<file path="config.mk">
export PLATFORM = sky130hd
export DESIGN_NAME = ctrl_dac_spi
export DESIGN_NICKNAME = d
export VERILOG_FILES = /design/src/rtl/ctrl_dac_spi.sv
export SDC_FILE = /design/constraint.sdc
export NUM_CORES = 1
export LEC_CHECK = 0
export CORE_MARGIN = 2
export CORE_UTILIZATION = 30
export CTS_BUF_LIST = sky130_fd_sc_hd__clkbuf_8
export DETAILED_ROUTE_END_ITERATION = 8
export GPL_ROUTABILITY_DRIVEN = 0
export MAX_ROUTING_LAYER = met4
export REMOVE_ABC_BUFFERS = 1
export SYNTH_ARGS = -nofsm -noshare
export SYNTH_HDL_FRONTEND = slang
export SYNTH_SLANG_ARGS = --single-unit
</file>
<file path="constraint.sdc">
create_clock -name clk -period 5.2 [get_ports clk]
set_clock_uncertainty 0.2 [all_clocks]
set_input_delay 1.04 -clock clk [delete_from_list [all_inputs] [get_ports clk]]
set_output_delay 1.04 -clock clk [all_outputs]
set_load 0.05 [all_outputs]
</file>
<file path="src/rtl/ctrl_dac_spi.sv">
// Serial writer for the QLA four-channel current DAC: one 24-bit frame per axis per sweep,
// with a single-entry pending buffer so the host never stalls on a busy bus.
module ctrl_dac_spi #(
  parameter int unsigned SCLK_HALF = 2,
  parameter logic [3:0]  DAC_CMD   = 4'b0011
) (
  input  logic        clk,
  input  logic        reset,
  input  logic [15:0] dac1,
  input  logic [15:0] dac2,
  input  logic [15:0] dac3,
  input  logic [15:0] dac4,
  input  logic        dac_valid,
  output logic        busy,
  output logic        done,
  output logic        overrun,
  output logic        sclk,
  output logic        mosi,
  output logic        csel
);

  typedef enum logic [2:0] {StIdle, StSetup, StShift, StHold, StGap} state_e;

  localparam logic [3:0] HalfLast = 4'(SCLK_HALF - 1);

  state_e           state_q, state_d;
  logic [3:0]       hcnt_q, hcnt_d;
  logic [4:0]       bit_q, bit_d;
  logic [1:0]       k_q, k_d;
  logic             sclk_q, sclk_d;
  logic             mosi_q, mosi_d;
  logic             csel_q, csel_d;
  logic             done_q, done_d;
  logic             ovr_q, ovr_d;
  logic             pend_q, pend_d;
  logic [3:0][15:0] shadow_q, shadow_d;
  logic [3:0][15:0] pend_data_q, pend_data_d;
  logic [3:0][15:0] dac_in;
  logic [23:0]      frame;
  logic [4:0]       bit_nxt;
  logic             half_end;
  logic             start;

  assign dac_in   = {dac4, dac3, dac2, dac1};
  assign frame    = {DAC_CMD, 2'b00, k_q, shadow_q[k_q]};
  assign bit_nxt  = bit_q - 5'd1;
  assign half_end = (hcnt_q == HalfLast);
  assign start    = (state_q == StIdle) && (dac_valid || pend_q);

  // Request capture: IDLE consumes pending first; any request arriving outside that path is
  // parked in pending, and overwriting a parked request is flagged.
  always_comb begin
    shadow_d    = shadow_q;
    pend_data_d = pend_data_q;
    pend_d      = pend_q;
    ovr_d       = ovr_q;
    if (state_q == StIdle) begin
      if (pend_q) begin
        shadow_d = pend_data_q;
        pend_d   = dac_valid;
        if (dac_valid) pend_data_d = dac_in;
      end else if (dac_valid) begin
        shadow_d = dac_in;
      end
    end else if (dac_valid) begin
      pend_data_d = dac_in;
      pend_d      = 1'b1;
      if (pend_q) ovr_d = 1'b1;
    end
  end

  always_comb begin
    state_d = state_q;
    hcnt_d  = hcnt_q;
    bit_d   = bit_q;
    k_d     = k_q;
    sclk_d  = sclk_q;
    mosi_d  = mosi_q;
    csel_d  = csel_q;
    done_d  = 1'b0;
    if (state_q != StIdle) hcnt_d = half_end ? 4'd0 : hcnt_q + 4'd1;
    unique case (state_q)
      StIdle: begin
        if (start) begin
          state_d = StSetup;
          hcnt_d  = 4'd0;
          bit_d   = 5'd23;
          k_d     = 2'd0;
          csel_d  = 1'b0;
          sclk_d  = 1'b0;
          mosi_d  = DAC_CMD[3];
        end
      end
      StSetup: begin
        if (half_end) state_d = StShift;
      end
      StShift: begin
        // Data only moves on the falling sclk edge so it is stable across the rising edge.
        if (half_end) begin
          if (!sclk_q) begin
            sclk_d = 1'b1;
          end else begin
            sclk_d = 1'b0;
            if (bit_q == 5'd0) begin
              state_d = StHold;
            end else begin
              bit_d  = bit_nxt;
              mosi_d = frame[bit_nxt];
            end
          end
        end
      end
      StHold: begin
        if (half_end) begin
          state_d = StGap;
          csel_d  = 1'b1;
          mosi_d  = 1'b0;
        end
      end
      StGap: begin
        if (half_end) begin
          if (k_q == 2'd3) begin
            state_d = StIdle;
            done_d  = 1'b1;
          end else begin
            state_d = StSetup;
            k_d     = k_q + 2'd1;
            bit_d   = 5'd23;
            csel_d  = 1'b0;
            mosi_d  = DAC_CMD[3];
          end
        end
      end
      default: state_d = StIdle;
    endcase
  end

  always_ff @(posedge clk or negedge reset) begin
    if (!reset) begin
      state_q     <= StIdle;
      hcnt_q      <= 4'd0;
      bit_q       <= 5'd0;
      k_q         <= 2'd0;
      sclk_q      <= 1'b0;
      mosi_q      <= 1'b0;
      csel_q      <= 1'b1;
      done_q      <= 1'b0;
      ovr_q       <= 1'b0;
      pend_q      <= 1'b0;
      shadow_q    <= '0;
      pend_data_q <= '0;
    end else begin
      state_q     <= state_d;
      hcnt_q      <= hcnt_d;
      bit_q       <= bit_d;
      k_q         <= k_d;
      sclk_q      <= sclk_d;
      mosi_q      <= mosi_d;
      csel_q      <= csel_d;
      done_q      <= done_d;
      ovr_q       <= ovr_d;
      pend_q      <= pend_d;
      shadow_q    <= shadow_d;
      pend_data_q <= pend_data_d;
    end
  end

  assign busy    = (state_q != StIdle);
  assign done    = done_q;
  assign overrun = ovr_q;
  assign sclk    = sclk_q;
  assign mosi    = mosi_q;
  assign csel    = csel_q;

endmodule

</file>
# After elaboration in Yosys (flattened, before gate mapping)
# Index checks and enable logic that the tools add are counted.
dict set report totals {
  reg_bits 148
  output_inout_bits 6
  wordCells 112
}
dict set report classes {
  add_sub_neg 3
  magnitude_cmp 2
  eq_ne 16
  muxes 52
  bitwise 1
  reduce_logical 20
}
# cell count
set ops {}
lappend ops {{2-to-1 mux 64 bit} 5}
lappend ops {{binary-select mux 16 bit (select 2 bit)} 1}
lappend ops {{2-to-1 mux 5 bit} 6}
lappend ops {{2-to-1 mux 3 bit} 7}
lappend ops {{!= test 2 bit, second input constant} 10}
lappend ops {{2-to-1 mux 1 bit} 18}
lappend ops {{2-to-1 mux 16 bit} 1}
lappend ops {{2-to-1 mux 4 bit} 4}
lappend ops {{case mux 3 bit (5 select lines)} 1}
lappend ops {{case mux 5 bit (3 select lines)} 1}
lappend ops {{AND reduction 7 bit} 2}
lappend ops {{nonzero test 3 bit} 3}
lappend ops {{AND reduction 8 bit} 1}
lappend ops {{nonzero test 2 bit} 4}
lappend ops {{== test 3 x 2 -> 1 bit, second input constant} 2}
lappend ops {{less-than comparator 5 x 6 -> 1 bit, second input constant} 1}
lappend ops {{2-to-1 mux 2 bit} 3}
lappend ops {{AND reduction 3 bit} 2}
lappend ops {{binary-select mux 1 bit (select 5 bit)} 1}
lappend ops {{logical NOT 5 bit} 1}
lappend ops {{AND reduction 5 bit} 1}
lappend ops {{subtractor 5 x 1 -> 5 bit, second input constant} 1}
lappend ops {{adder 4 x 1 -> 4 bit, second input constant} 1}
lappend ops {{== test 4 x 1 -> 1 bit, second input constant} 1}
lappend ops {{16 further kinds} 16}

# Longest topological paths before layout
# Gate-level depths: netlist of the first run.
dict set report logic_depth {
  word_depth 8
  mapped_depth 9
  ltp_nobuf 8
}

# Worst setup path after synthesis of the first run
# Ideal clock, no wire load.
dict set report synth_timing {
  path_kind {flip-flop to flip-flop}
  from {reg bit_q[0]}
  to {reg mosi_q (netlist: mosi)}
  setup_ns 0.095
  t_arrival_ns 2.235
  setup_slack_ns 2.670
  stages_incl_launch_ff 10
  n_path_buf 1
  synth_period_minus_slack_ns 2.530
  cell_sequence {dfrtp_1 clkbuf_1 clkinv_1 ha_1 clkinv_1 nand3_1 o31ai_1 o41ai_1 a211oi_1 o31ai_1}
}
dict set report synth_between {
  elab_chain_cells 7
  elab_cells_between_ends 10
  classes_between {add/sub (1); eq/ne (1); mux (6); reduce/logical (2)}
}
# item line_no
set synth_lines {}
lappend synth_lines {{start, declared} 28} ;# logic [4:0] bit_q, bit_d;
lappend synth_lines {{start signal, assigned} 155} ;# bit_q <= bit_d;
lappend synth_lines {{subtractor 5 x 1 -> 5 bit} 46} ;# assign bit_nxt = bit_q - 5'd1;
lappend synth_lines {{binary-select mux 1 bit (select 5 bit)} 108} ;# mosi_d = frame[bit_nxt];
lappend synth_lines {{2-to-1 mux 1 bit (implied by the code)} 108}
lappend synth_lines {{2-to-1 mux 1 bit} 104} ;# if (bit_q == 5'd0) begin
lappend synth_lines {{2-to-1 mux 1 bit} 100} ;# if (!sclk_q) begin
lappend synth_lines {{2-to-1 mux 1 bit} 99} ;# if (half_end) begin
lappend synth_lines {{case mux 1 bit (4 select lines)} 82} ;# unique case (state_q)
lappend synth_lines {{end signal, assigned} 158} ;# mosi_q <= mosi_d;
lappend synth_lines {{end, declared} 31} ;# logic mosi_q, mosi_d;
# Parallel ways exist; a longest one is shown, timed or not. The select of a mux whose other input is x is not followed.
# A chain may end at the register's enable or synchronous reset.

# Worst setup path in the final report of the first run
dict set report layout_timing {
  from {reg state_q[2]}
  to {out busy}
}
dict set report layout_between {
  elab_chain_cells 1
}
# item line_no
set layout_lines {}
lappend layout_lines {{start, declared} 26} ;# state_e state_q, state_d;
lappend layout_lines {{start signal, assigned} 140} ;# state_q <= StIdle;
lappend layout_lines {{start signal, assigned} 153} ;# state_q <= state_d;
lappend layout_lines {{nonzero test 3 bit} 168} ;# assign busy = (state_q != StIdle);
lappend layout_lines {{end, declared} 14} ;# output logic busy,
# No other way between the ends.

==> results.md, run 1 <==
- The synthesized netlist devotes 8.895% of its cell area to compound gates.
- The area of the die is 24,640 um2.
- The clock network accounts for 18.7% of the total power.
- The per-cell routed wire length is 14.56 um.
- The residual overflow from global routing is 0.
- The number of placement rows is 55.
- The number of library cell types mapped by synthesis is 50.
- The count of clock tree sinks is 148.
- The switching power is 1.607 mW.
- The mean cell area of the mapped netlist is 11.92 um2.
- The number of gates given a new drive strength after cts is 0.
- The detailed-router iteration count before antenna repair is 4.
- The total count of max-transition violations in the final report is 0.
- After detailed routing, the total wire length is 14,140 um.
- Data arrives at the worst endpoint at 2.49 ns.
- The end point of the most critical hold path is overrun.
- The number of antenna violations at the first check in global routing is 0.
- The slack of the worst reg-to-reg path is 2.08 ns.
- The fraction of layout instances using a drive strength above 1 is 17.78%.
- The final antenna-violating net count is 0.
- In the finished design, the share of the clock period the worst path needs comes to 71.64%.
- The combinational share of power is 38.7%.
- The wire length of the first global-routing pass is 24,100 um.
- The number of DRC markers after the initial detailed-route iteration is 245.
- Using the TritonRoute via totals, the vias-per-cell ratio works out to 4.616.
- The clock passes through at most 2 buffers.
- The part of the power in registers is 42.6%.
- For the worst setup path, the data required time is 3.96 ns.
- The headroom to the max-slew limit is 29.34%.
- The number of remaining DRC errors is 0.
- The number of filler instances in the final layout is 2,306.
- The pre-CTS worst setup slack is 1.967 ns.
- The fraction of power spent switching nets is 36.01%.
- On the final layout, the worst hold slack is 0.2851 ns.
- The post-layout minimum cycle time is 3.725 ns.
- In the synthesized netlist, mux cells make up 25.22% of the area.
- The floorplan step defined a core boundary enclosing 22,780 um2.
- The starting density of the core is 30.82%.
- The element type at the critical path start is a flop.
- The total setup buffers inserted after CTS is 0.
- The cell area after synthesis is 7019 um2.
- The count of buffers from port buffering is 72.
- Summing the areas of all and, or, nand and nor instances in the mapped netlist gives 8.182% of the synthesized area.
- The net count reported at finish is 716.
- The growth of design area from synthesis to finish is 19.09%.
- The routed layout has 4,482 vias.
- The synthesis-stage register bit count is 148.
- The class of the most critical setup path is flop to output pin.
- The total clock buffers created by CTS is 17.
- STA classifies the critical path endpoint as an output pin.
- After synthesis, flip-flops and latches occupy 52.78% of the total area.
- The number of cells on the worst reg-to-reg path is 8.
- The CTS tree is built.
- Setup violations remaining at the end of the flow were counted as 0.
- The number of max-cap violations is 0.
- The final cell utilization of the core is 36.70%.
- In this run, synthesis inferred 0 flip-flops with an integrated enable.
- The root buffer cell is clkbuf_8.
- Of all nets on the critical path, the largest fanout is 18.
- The internal power contribution is 2.855 mW.
- The power density relative to cell area is 533.8 nW/um2.
- Static timing analysis puts the maximum clock frequency at 0.2684 GHz.
- The synthesized-area fraction occupied by adder cells is 0.6774%.
- The launch point of the worst hold path is overrun.
- The leakage power summed over all cells is 3.547 nW.
- The kind of path behind the tightest hold check is flop to flop.
- The number of cells on the worst hold path is 1.
- The die is 157.0 um wide.
- Setup repair after global routing left no endpoint under its margin.
- The latest clock arrival within the worst-skew pair is 0.44 ns.
- After clock tree synthesis, the flow added hold-fix buffers numbering 0.
- The total routing usage reported by global routing is 13.02%.
- Of the total synthesized cell area, the portion taken by XOR and XNOR cells is 0.8734%.
- For this run, the leading register cell type out of synthesis is dfrtp_1.
- The count of pins on the block boundary is 73.
- The startpoint of the worst-slack reg-to-reg timing path is bit_q[0].
- The design draws 4.462 mW.
- The detailed placer's ending HPWL is 9146 um.
- The hold violation total from the final report is 0.
- The capture point of the worst reg-to-reg path is mosi.
- The maximum number of pins on one net before global-route repair is 115.
- At the pin with the least slew margin, the transition time is 1.060 ns.
- The largest family of logic cells by synthesized area is multiplexers.
- The worst-case IR drop observed on VDD is 281.7 uV.
- The H-tree was split into 4 levels.
- The via count of the first global-routing pass is 4,619.
- The clock input transition at the sequential cells of the worst setup and hold paths is 0.07 ns.
- In the post-route analysis, the smallest setup slack over all paths is 1.475 ns.
- The run finished with clean final reports.
- From bottom edge to top edge, the die measures 157.0 um.
- The number of antenna diodes in the final layout is 0.
- After technology mapping, the gate count stands at 589.
- Of all flip-flops after synthesis, the portion carrying an async set or reset was 100.0%.
- For this run, the number of Yosys warnings is 0.
[cells in the mapped netlist, types with 3 or more instances]
master / n / area (um2)
a211oi_1: 5 / 37.54
a21oi_1: 73 / 365.4
a31oi_1: 3 / 18.77
buf_1: 5 / 18.77
buf_2: 20 / 100.1
buf_4: 7 / 52.55
clkbuf_1: 7 / 26.28
dfrtp_1: 147 / 3679
ha_1: 3 / 37.54
inv_1: 7 / 26.28
mux2_1: 5 / 56.30
mux2_2: 60 / 675.7
mux2i_1: 70 / 700.7
mux4_2: 15 / 337.8
nand2_1: 12 / 45.04
nand3_1: 9 / 45.04
nand3b_1: 4 / 30.03
nor2_1: 76 / 285.3
nor3_1: 3 / 15.01
o21a_1: 3 / 22.52
o21ai_0: 8 / 40.04
o31ai_1: 3 / 22.52
or3_1: 5 / 31.28
xnor2_1: 4 / 35.03
xor2_1: 3 / 26.28
[cells in the final DEF, fill, tap and decap left out, types with 3 or more instances in the layout]
| master | synthesis | final |
|---|---|---|
| clkdlybuf4s50_1 | 0 | 71 |
| or3_1 | 5 | 5 |
| nand3b_1 | 4 | 4 |
| mux2_2 | 60 | 60 |
| mux4_2 | 15 | 15 |
| a211oi_1 | 5 | 5 |
| nor3_1 | 3 | 3 |
| clkinv_2 | 0 | 3 |
| o31ai_1 | 3 | 3 |
| nor2_1 | 76 | 76 |
| nand3_1 | 9 | 9 |
| inv_1 | 7 | 14 |
| o21a_1 | 3 | 3 |
| xor2_1 | 3 | 3 |
| clkbuf_8 | 0 | 19 |
| mux2i_1 | 70 | 70 |
| xnor2_1 | 4 | 4 |
| ha_1 | 3 | 3 |
| mux2_1 | 5 | 5 |
| buf_4 | 7 | 5 |
| a21oi_1 | 73 | 73 |
| dfrtp_1 | 147 | 146 |
| a31oi_1 | 3 | 3 |
| nand2_1 | 12 | 12 |
| o21ai_0 | 8 | 8 |
[power groups by stage]
stage                     sequential (mW)  clock, mW  combinational [mW]
after CTS                            1.90      0.868                1.76
after global routing                 1.97      0.921                1.95
after floorplan                      1.93          0                1.31
after detailed placement             1.92          0                1.75
final                                1.90      0.834                1.73
after global placement               1.91          0                1.72
[critical path, cell delays in order (launching register included)]
cell and delay (ns):
dfrtp_1 0.66, or3_1 0.48, clkdlybuf4s50_1 0.89
[worst max path at each step]
stage | to | start | slack [ns] | depth (start not counted)
finish | busy | state_q[2] | 1.47 | 2
floorplan | hcnt_q[1] | pend_q | -0.53 | 4
detailed placement | busy | state_q[2] | 1.97 | 2
global placement | state_q[0] | dac_valid | 1.97 | 6
CTS | busy | state_q[2] | 1.46 | 2
global route | busy | state_q[2] | 1.33 | 2
[area by class of cell]
class                           count  area, um2  share of cell area (%)
Sequential cell                   148       3709                   44.36
Multi-Input combinational cell    392       3083                   36.88
Clock inverter                     12      101.3                   1.212
Tap cell                          313      391.6                   4.685
Timing Repair Buffer               78      779.5                   9.325
Inverter                            9      33.78                  0.4041
Clock buffer                       19      261.5                   3.128
[stage by stage]
step	cells	setup TNS [ns]	area, um2
2_1_floorplan	549	-23.04	6817
3_3_place_gp	940	0	7996
3_5_place_dp	940	0	7996
4_1_cts	971	0	8359
5_1_grt	971	0	8359
6_report	971	0	8359
[cell families (layout without fill, tap and decap cells)]
group                    count (synthesis)  count (layout)
multiplexers                           150             150
AO/OA/AOI/OAI                          108             108
adder cells (fa/ha/maj)                  4               4
XOR/XNOR                                 7               7
flip-flops                             148             148
AND/OR/NAND/NOR                        123             123
buffers and inverters                   49             118
[metal layers]
layer	wire (um)	global-route usage, %	up-vias
li1	-	-	2235
met1	6939	17.31	2168
met2	6529	19.55	63
met3	494	3.276	16
met4	179	4.194	0
met5	0	-	-
[registers in the layout, summed over array words and instances, names as in the netlist, 2 cells and up]
name and cells:
bit_q 5, pend_data_q 64, k_q 2, shadow_q 64, state_q 3, hcnt_q 4
(Power assumes the default switching activity.)
==> inputs of run 2 (changes only) <==
==> constraint.sdc (replaced) <==
create_clock -name clk -period 3.3 [get_ports clk]
set_clock_uncertainty 0.2 [all_clocks]
set_input_delay 0.66 -clock clk [delete_from_list [all_inputs] [get_ports clk]]
set_output_delay 0.66 -clock clk [all_outputs]
set_load 0.05 [all_outputs]
==> run 2 against run 1 <==
Against the previous run: sequential share of layout area fell by 1.0 points; setup slack worse by 1.2 ns; routed wire length is 4.7% higher; highest routed layer unchanged; combinational power rose by 61%; flip-flop and latch count stayed put; critical path type unchanged; die area is the same; power is 67% higher; final area increased by 2.4%; worst hold slack worse by 0.016 ns; first-iteration DRC count increased by 15%; critical path depth stayed put; count of clock-buffer cells in the layout grew 1.
==> results.md, run 2 (synthesis gave the netlist of run 1 again) <==
- The top achievable clock speed is 0.3281 GHz.
- The number of remaining DRC errors is 0 (unchanged).
- The largest stage delay on the critical path was 0.72 ns (was 0.89 ns).
- The depth of the critical timing path with buffers and inverters included is 2 (unchanged).
- The slowest library cell on the worst path is clkdlybuf4s50_1 (unchanged).
- Top library cells by usage in the layout, fill and taps aside: dfrtp_1 (146), nor2_1 (76), a21oi_1 (73) (unchanged).
- The capture point of the worst reg-to-reg path is mosi (unchanged).
- The maximum count of clock buffers along a single path was 2 (unchanged).
- The number of H-tree levels came to 4 (unchanged).
- The clock input transition at the sequential cells of the worst setup and hold paths is 0.08 ns (was 0.07 ns).
- The wire length of the first global-routing pass came to 24,770 um (was 24,100 um).
- The critical path's top delay family is buffers and inverters (unchanged).
- The floorplan die height is 157.0 um (unchanged).
- The placed cell count is 948 (was 940).
- The startpoint of the worst-slack reg-to-reg timing path is bit_q[0] (unchanged).
- The number of non-filler instances in the completed layout is 979 (was 971).
- The launch point of the critical path is state_q[2] (unchanged).
- The leakage power summed over all cells is 3.621 nW (was 3.547 nW).
- The width of the chip is 157.0 um (unchanged).
- The final worst setup slack was 0.2526 ns (was 1.475 ns).
- The critical-path maximum fanout is 18 (unchanged).
- The growth of design area from synthesis to finish was 21.94% (was 19.09%).
- The net count reported at finish is 725 (was 716).
- The highest ir drop seen on vdd is 568.6 uV (was 281.7 uV).
- The arrival time of the worst setup path is 2.19 ns (was 2.49 ns).
- The power density relative to cell area is 868.5 nW/um2 (was 533.8 nW/um2).
- The number of cells on the worst hold path is 1 (unchanged).
- The number of DRC markers after the initial detailed-route iteration is 282 (was 245).
- The number of filler instances in the final layout came to 2,239 (was 2,306).
- The number of vias after detailed routing is 4,650 (was 4,482).
- The per-cell routed wire length is 15.13 um (was 14.56 um).
- The transition at the pin with the smallest max-transition slack was 1.041 ns (was 1.060 ns).
- The via density per instance is 4.750 (was 4.616).
- The area of the placeable core is 22,780 um2 (unchanged).
- The antenna diode count is 0 (unchanged).
- The number of cells on the worst reg-to-reg path is 8 (unchanged).
- The final-layout setup total negative slack is 0 ns (unchanged).
- The headroom to the max-slew limit is 30.62% (was 29.34%).
- The maximum number of pins on one net before global-route repair came to 81 (was 115).
- The total routing usage reported by global routing is 13.30% (was 13.02%).
- The count of pins on the block boundary is 73 (unchanged).
- The count of clock tree sinks is 148 (unchanged).
- The hold violation total from the final report is 0 (unchanged).
- The setup-violating endpoint count in the final report was 0 (unchanged).
- The critical path buffer and inverter count is 1 (unchanged).
- The total clock buffers created by CTS is 17 (unchanged).
- The area after detailed placement is 8094 um2 (was 7996 um2).
- The via count of the first global-routing pass is 4,811 (was 4,619).
- The worst-case hold slack is 0.2687 ns (was 0.2851 ns).
- The required time at the worst-slack endpoint is 2.44 ns (was 3.96 ns).
- The area of all placed cells without fillers is 8559 um2 (was 8359 um2).
- The last element of the critical path is busy (unchanged).
- Unrepaired setup endpoints after global routing: no (unchanged).
- The count of buffers from port buffering came to 72 (unchanged).
- The wire length after detailed routing is 14,810 um (was 14,140 um).
- The final clock period utilization by the worst path is 92.35%.
- Result of the run: completed (unchanged).
- The residual overflow from global routing is 0 (unchanged).
- The critical path capture point type was an output pin (unchanged).
- The detailed placer's ending HPWL came to 9899 um (was 9146 um).
- The starting density of the core is 30.82% (unchanged).
- The post-layout minimum cycle time is 3.047 ns.
- The fraction of layout instances using a drive strength above 1 is 19.52% (was 17.78%).
- The total count of max-transition violations in the final report is 0 (unchanged).
- The number of max-cap violations is 0 (unchanged).
- The number of antenna violations at the first check in global routing came to 0 (unchanged).
- Largest registers in the final layout: pend_data_q (64), shadow_q (64), bit_q (5) (unchanged).
- The element type at the critical path start is a flop (unchanged).
- The final cell utilization of the core is 37.58% (was 36.70%).
- The area of the die is 24,640 um2 (unchanged).
- The root buffer cell is clkbuf_8 (unchanged).
- The slack of the worst reg-to-reg path came to 0.52 ns (was 2.08 ns).
- The count of hold buffers inserted by post-cts repair is 1 (was 0).
- The class of the most critical setup path is flop to output pin (unchanged).
- The latest clock arrival within the worst-skew pair came to 0.44 ns (about the same).
- The total power consumption of the routed design is 7.434 mW (was 4.462 mW).
- The kind of path behind the tightest hold check was flop to flop (unchanged).
- The commonest non-fill, non-tap cell in the layout is dfrtp_1 (unchanged).
- The detailed-router iteration count before antenna repair was 4 (unchanged).
- The total setup buffers inserted after CTS is 0 (unchanged).
- The final antenna-violating net count is 0 (unchanged).
- The pre-CTS worst setup slack is 0.5104 ns (was 1.967 ns).
- The CTS tree is built (unchanged).
- The number of gates given a new drive strength after cts is 0 (unchanged).
- Worst-path cell chain: or3_1, clkdlybuf4s50_1 (unchanged).
- The number of placement rows is 55 (unchanged).
[run 2: changes by cell type in the layout (fill, tap and decap cells not counted), sizes merged]
cell | previous run | this run
buf | 7 | 15
inv | 14 | 8
bufinv | 2 | 5
clkbuf | 19 | 20
clkinvlp | 0 | 1
dlygate4sd3 | 0 | 1
[run 2: worst min-delay path by stage]
| stage | startpoint | to |
|---|---|---|
| after floorplan | reset | bit_q[0] |
| after global placement | overrun | overrun |
| after detailed placement | overrun | overrun |
| after CTS | overrun | overrun |
| after global routing | overrun | overrun |
| final | overrun | overrun |
[run 2: cell type report]
type | count | area [um2] | share of cell area, %
Clock buffer | 20 | 275.3 | 3.216
Clock inverter | 10 | 180.2 | 2.105
Inverter | 9 | 33.78 | 0.3947
Multi-Input combinational cell | 392 | 3083 | 36.02
Sequential cell | 148 | 3709 | 43.33
Tap cell | 313 | 391.6 | 4.575
Timing Repair Buffer | 87 | 887.1 | 10.36
[run 2: report_power, final]
group	internal [mW]	switching, mW	leakage (nW)
sequential	2.51	0.512	1.69
combinational	1.35	1.44	1.70
clock	0.949	0.673	0.232
total	4.81	2.62	3.62
[run 2: layer usage]
| layer | share of wire [%] | GRT usage (%) | up-vias |
|---|---|---|---|
| li1 | - | - | 2245 |
| met1 | 48 | 17.38 | 2320 |
| met2 | 48 | 20.66 | 72 |
| met3 | 3.6 | 3.029 | 13 |
| met4 | 1.3 | 4.063 | 0 |
| met5 | 0 | - | - |
==> inputs of run 3 (changes only) <==
--- a/config.mk
+++ b/config.mk
@@ -5,11 +5,13 @@
 export SDC_FILE = /design/constraint.sdc
 export NUM_CORES = 1
 export LEC_CHECK = 0
+export CORE_ASPECT_RATIO = 2
 export CORE_MARGIN = 2
 export CORE_UTILIZATION = 30
 export CTS_BUF_LIST = sky130_fd_sc_hd__clkbuf_8
 export DETAILED_ROUTE_END_ITERATION = 8
 export GPL_ROUTABILITY_DRIVEN = 0
+export HOLD_SLACK_MARGIN = 0.15
 export MAX_ROUTING_LAYER = met4
 export REMOVE_ABC_BUFFERS = 1
 export SYNTH_ARGS = -nofsm -noshare
==> run 3 against run 2 <==
Against the previous run: register-to-register slack gained 0.27 ns; count of clock-buffer cells in the layout fell by 3; global-route usage grew 0.50 points; first-iteration DRC count fell by 34%; critical endpoint unchanged; final area down 1.0%; final cell count down 3.0%; flip-flop and latch count is the same; critical path depth is the same; setup slack got worse by 0.073 ns; combinational power about the same.
==> results.md, run 3 (synthesis gave the netlist of run 1 again) <==
- The combinational share of power is 38.8% (was 37.5%).
- The element type at the critical path start is a flop (unchanged).
- The number of cells on the worst reg-to-reg path is 5 (was 8).
- The total setup buffers inserted after CTS is 0 (unchanged).
- The count of buffers from port buffering is 72 (unchanged).
- The number of vias after detailed routing is 4,677 (was 4,650).
- The kind of path behind the tightest hold check is flop to flop (unchanged).
- The number of cells on the worst hold path is 1 (unchanged).
- The floorplan die height is 220.3 um (was 157.0 um).
- The number of remaining DRC errors is 0 (unchanged).
- The transition at the pin with the smallest max-transition slack is 1.033 ns (was 1.041 ns).
- The final clock period utilization by the worst path came to 94.55% (was 92.35%).
- The total count of max-transition violations in the final report is 0 (unchanged).
- The leakage power summed over all cells was 3.578 nW (was 3.621 nW).
- The arrival time of the worst setup path is 2.26 ns (was 2.19 ns).
- Result of the run: completed (unchanged).
- The area after detailed placement is 8041 um2 (was 8094 um2).
- The number of max-cap violations is 0 (unchanged).
- The width of the chip is 112.2 um (was 157.0 um).
- The maximum count of clock buffers along a single path came to 2 (unchanged).
- Unrepaired setup endpoints after global routing: no (unchanged).
- The required time at the worst-slack endpoint came to 2.44 ns (about the same).
- The detailed-router iteration count before antenna repair is 4 (unchanged).
- Top library cells by usage in the layout, fill and taps aside: dfrtp_1 (146), nor2_1 (76), a21oi_1 (73) (unchanged).
- The part of the power in registers is 40.9% (was 40.7%).
- The via count of the first global-routing pass came to 4,939 (was 4,811).
- The final antenna-violating net count is 0 (unchanged).
- The critical-path maximum fanout is 18 (unchanged).
- The headroom to the max-slew limit is 31.16% (was 30.62%).
- The starting density of the core is 30.35% (was 30.82%).
- The final cell utilization of the core is 36.62% (was 37.58%).
- The power density relative to cell area came to 858.8 nW/um2 (was 868.5 nW/um2).
- The top achievable clock speed is 0.3205 GHz (was 0.3281 GHz).
- The wire length after detailed routing came to 15,410 um (was 14,810 um).
- The class of the most critical setup path is flop to output pin (unchanged).
- The pre-CTS worst setup slack is 0.4646 ns (was 0.5104 ns).
- The net count reported at finish is 723 (was 725).
- The root buffer cell is clkbuf_8 (unchanged).
- The fraction of layout instances using a drive strength above 1 was 19.67% (was 19.52%).
- The area of the die is 24,710 um2 (was 24,640 um2).
- The count of hold buffers inserted by post-cts repair was 1 (unchanged).
- The area of all placed cells without fillers is 8471 um2 (was 8559 um2).
- The slowest library cell on the worst path is clkdlybuf4s50_1 (unchanged).
- The wire length of the first global-routing pass was 25,460 um (was 24,770 um).
- Largest registers in the final layout: pend_data_q (64), shadow_q (64), bit_q (5) (unchanged).
- The number of non-filler instances in the completed layout came to 950 (was 979).
- The clock input transition at the sequential cells of the worst setup and hold paths is 0.09 ns (was 0.08 ns).
- The per-cell routed wire length came to 16.22 um (was 15.13 um).
- The number of antenna violations at the first check in global routing is 1 (was 0).
- The CTS tree is built (unchanged).
- The worst-case hold slack is 0.2768 ns (was 0.2687 ns).
- The post-layout minimum cycle time is 3.120 ns (was 3.047 ns).
- The placed cell count came to 916 (was 948).
- The commonest non-fill, non-tap cell in the layout is dfrtp_1 (unchanged).
- The final worst setup slack came to 0.1800 ns (was 0.2526 ns).
- The hold violation total from the final report came to 0 (unchanged).
- The startpoint of the worst-slack reg-to-reg timing path is state_q[2] (was bit_q[0]).
- The share of power burned in the clock network is 20.3% (was 21.8%).
- The count of clock tree sinks is 148 (unchanged).
- The total routing usage reported by global routing is 13.80% (was 13.30%).
- The detailed placer's ending HPWL is 10,660 um (was 9899 um).
- The number of filler instances in the final layout is 2,331 (was 2,239).
- The fraction of power spent switching nets is 36.70% (was 35.26%).
- The launch point of the worst hold path is overrun (unchanged).
- The via density per instance is 4.923 (was 4.750).
- The launch point of the critical path is state_q[2] (unchanged).
- Worst-path cell chain: or3_1, clkdlybuf4s50_1 (unchanged).
- The total clock buffers created by CTS is 17 (unchanged).
- The number of placement rows is 79 (was 55).
- The area of the placeable core is 23,130 um2 (was 22,780 um2).
- The number of gates given a new drive strength after cts was 0 (unchanged).
- The latest clock arrival within the worst-skew pair is 0.47 ns (was 0.44 ns).
- The residual overflow from global routing is 0 (unchanged).
- The footprint of the multi-input gates is 3083 um2 (unchanged).
- The highest ir drop seen on vdd came to 589.0 uV (was 568.6 uV).
- The number of H-tree levels was 4 (unchanged).
- The critical path capture point type is an output pin (unchanged).
- The maximum number of pins on one net before global-route repair came to 113 (was 81).
- The setup-violating endpoint count in the final report is 0 (unchanged).
- The count of pins on the block boundary is 73 (unchanged).
- The growth of design area from synthesis to finish is 20.68% (was 21.94%).
- The internal power contribution is 4.605 mW (was 4.813 mW).
- The largest stage delay on the critical path is 0.73 ns (was 0.72 ns).
- The number of DRC markers after the initial detailed-route iteration is 186 (was 282).
- The register area came to 3709 um2 (unchanged).
- The switching power came to 2.670 mW (was 2.621 mW).
run 3: cell count changes in the layout (fill, tap and decap cells not counted), sizes merged:
cell / delta
diode: +1
bufinv: -2
buf: -2
clkbuf: -3
inv: +1
clkinvlp: +3
clkinv: +3
run 3: metrics by stage:
stage	TNS [ns]	power, mW
3_5_place_dp	0	5.893
6_report	0	7.275
2_1_floorplan	-200.60	5.097
4_1_cts	0	7.399
3_3_place_gp	0	5.818
5_1_grt	0	7.861
run 3: metal layers:
metal  track usage [%]  vias to the layer above  wire length, um
met1             13.78                     2355             5667
met2             25.62                       52             8956
met5                 -                        -                0
met4             6.260                        0              399
li1                  -                     2246                -
met3             2.766                       24              382
run 3: area by class of cell:
class	count	area share, %
diodes	1	0.02954
clock buffers	17	2.762
clock inverters	15	2.157
inverters	9	0.3988
multi-input cells	392	36.40
flip-flops and latches	148	43.78
well taps	283	4.180
repair buffers	85	10.30
run 3: final timing paths:
check | endpoint | slack [ns]
worst min-delay path | overrun | 0.28
max in group asynchronous | state_q[0] | 1.68
worst max-delay path | busy | 0.18
worst max register to register | pend_data_q[18] | 0.79
worst min register to register | overrun | 0.28
min in group asynchronous | pend_data_q[40] | 0.52
run 3: worst max-delay path: cells and delay by family, from the launching register on:
kind	cells	cell delay, ns
DFF	1	0.58
and+or+nand+nor	1	0.48
buffers and inverters	1	0.73
run 3: power by group through the flow:
stage | sequential [mW] | clock [mW] | combinational, mW
finish | 2.98 | 1.48 | 2.82
global route | 3.08 | 1.61 | 3.17
CTS | 2.98 | 1.53 | 2.89
detailed placement | 3.01 | 0 | 2.88
global placement | 2.99 | 0 | 2.83
floorplan | 3.04 | 0 | 2.06
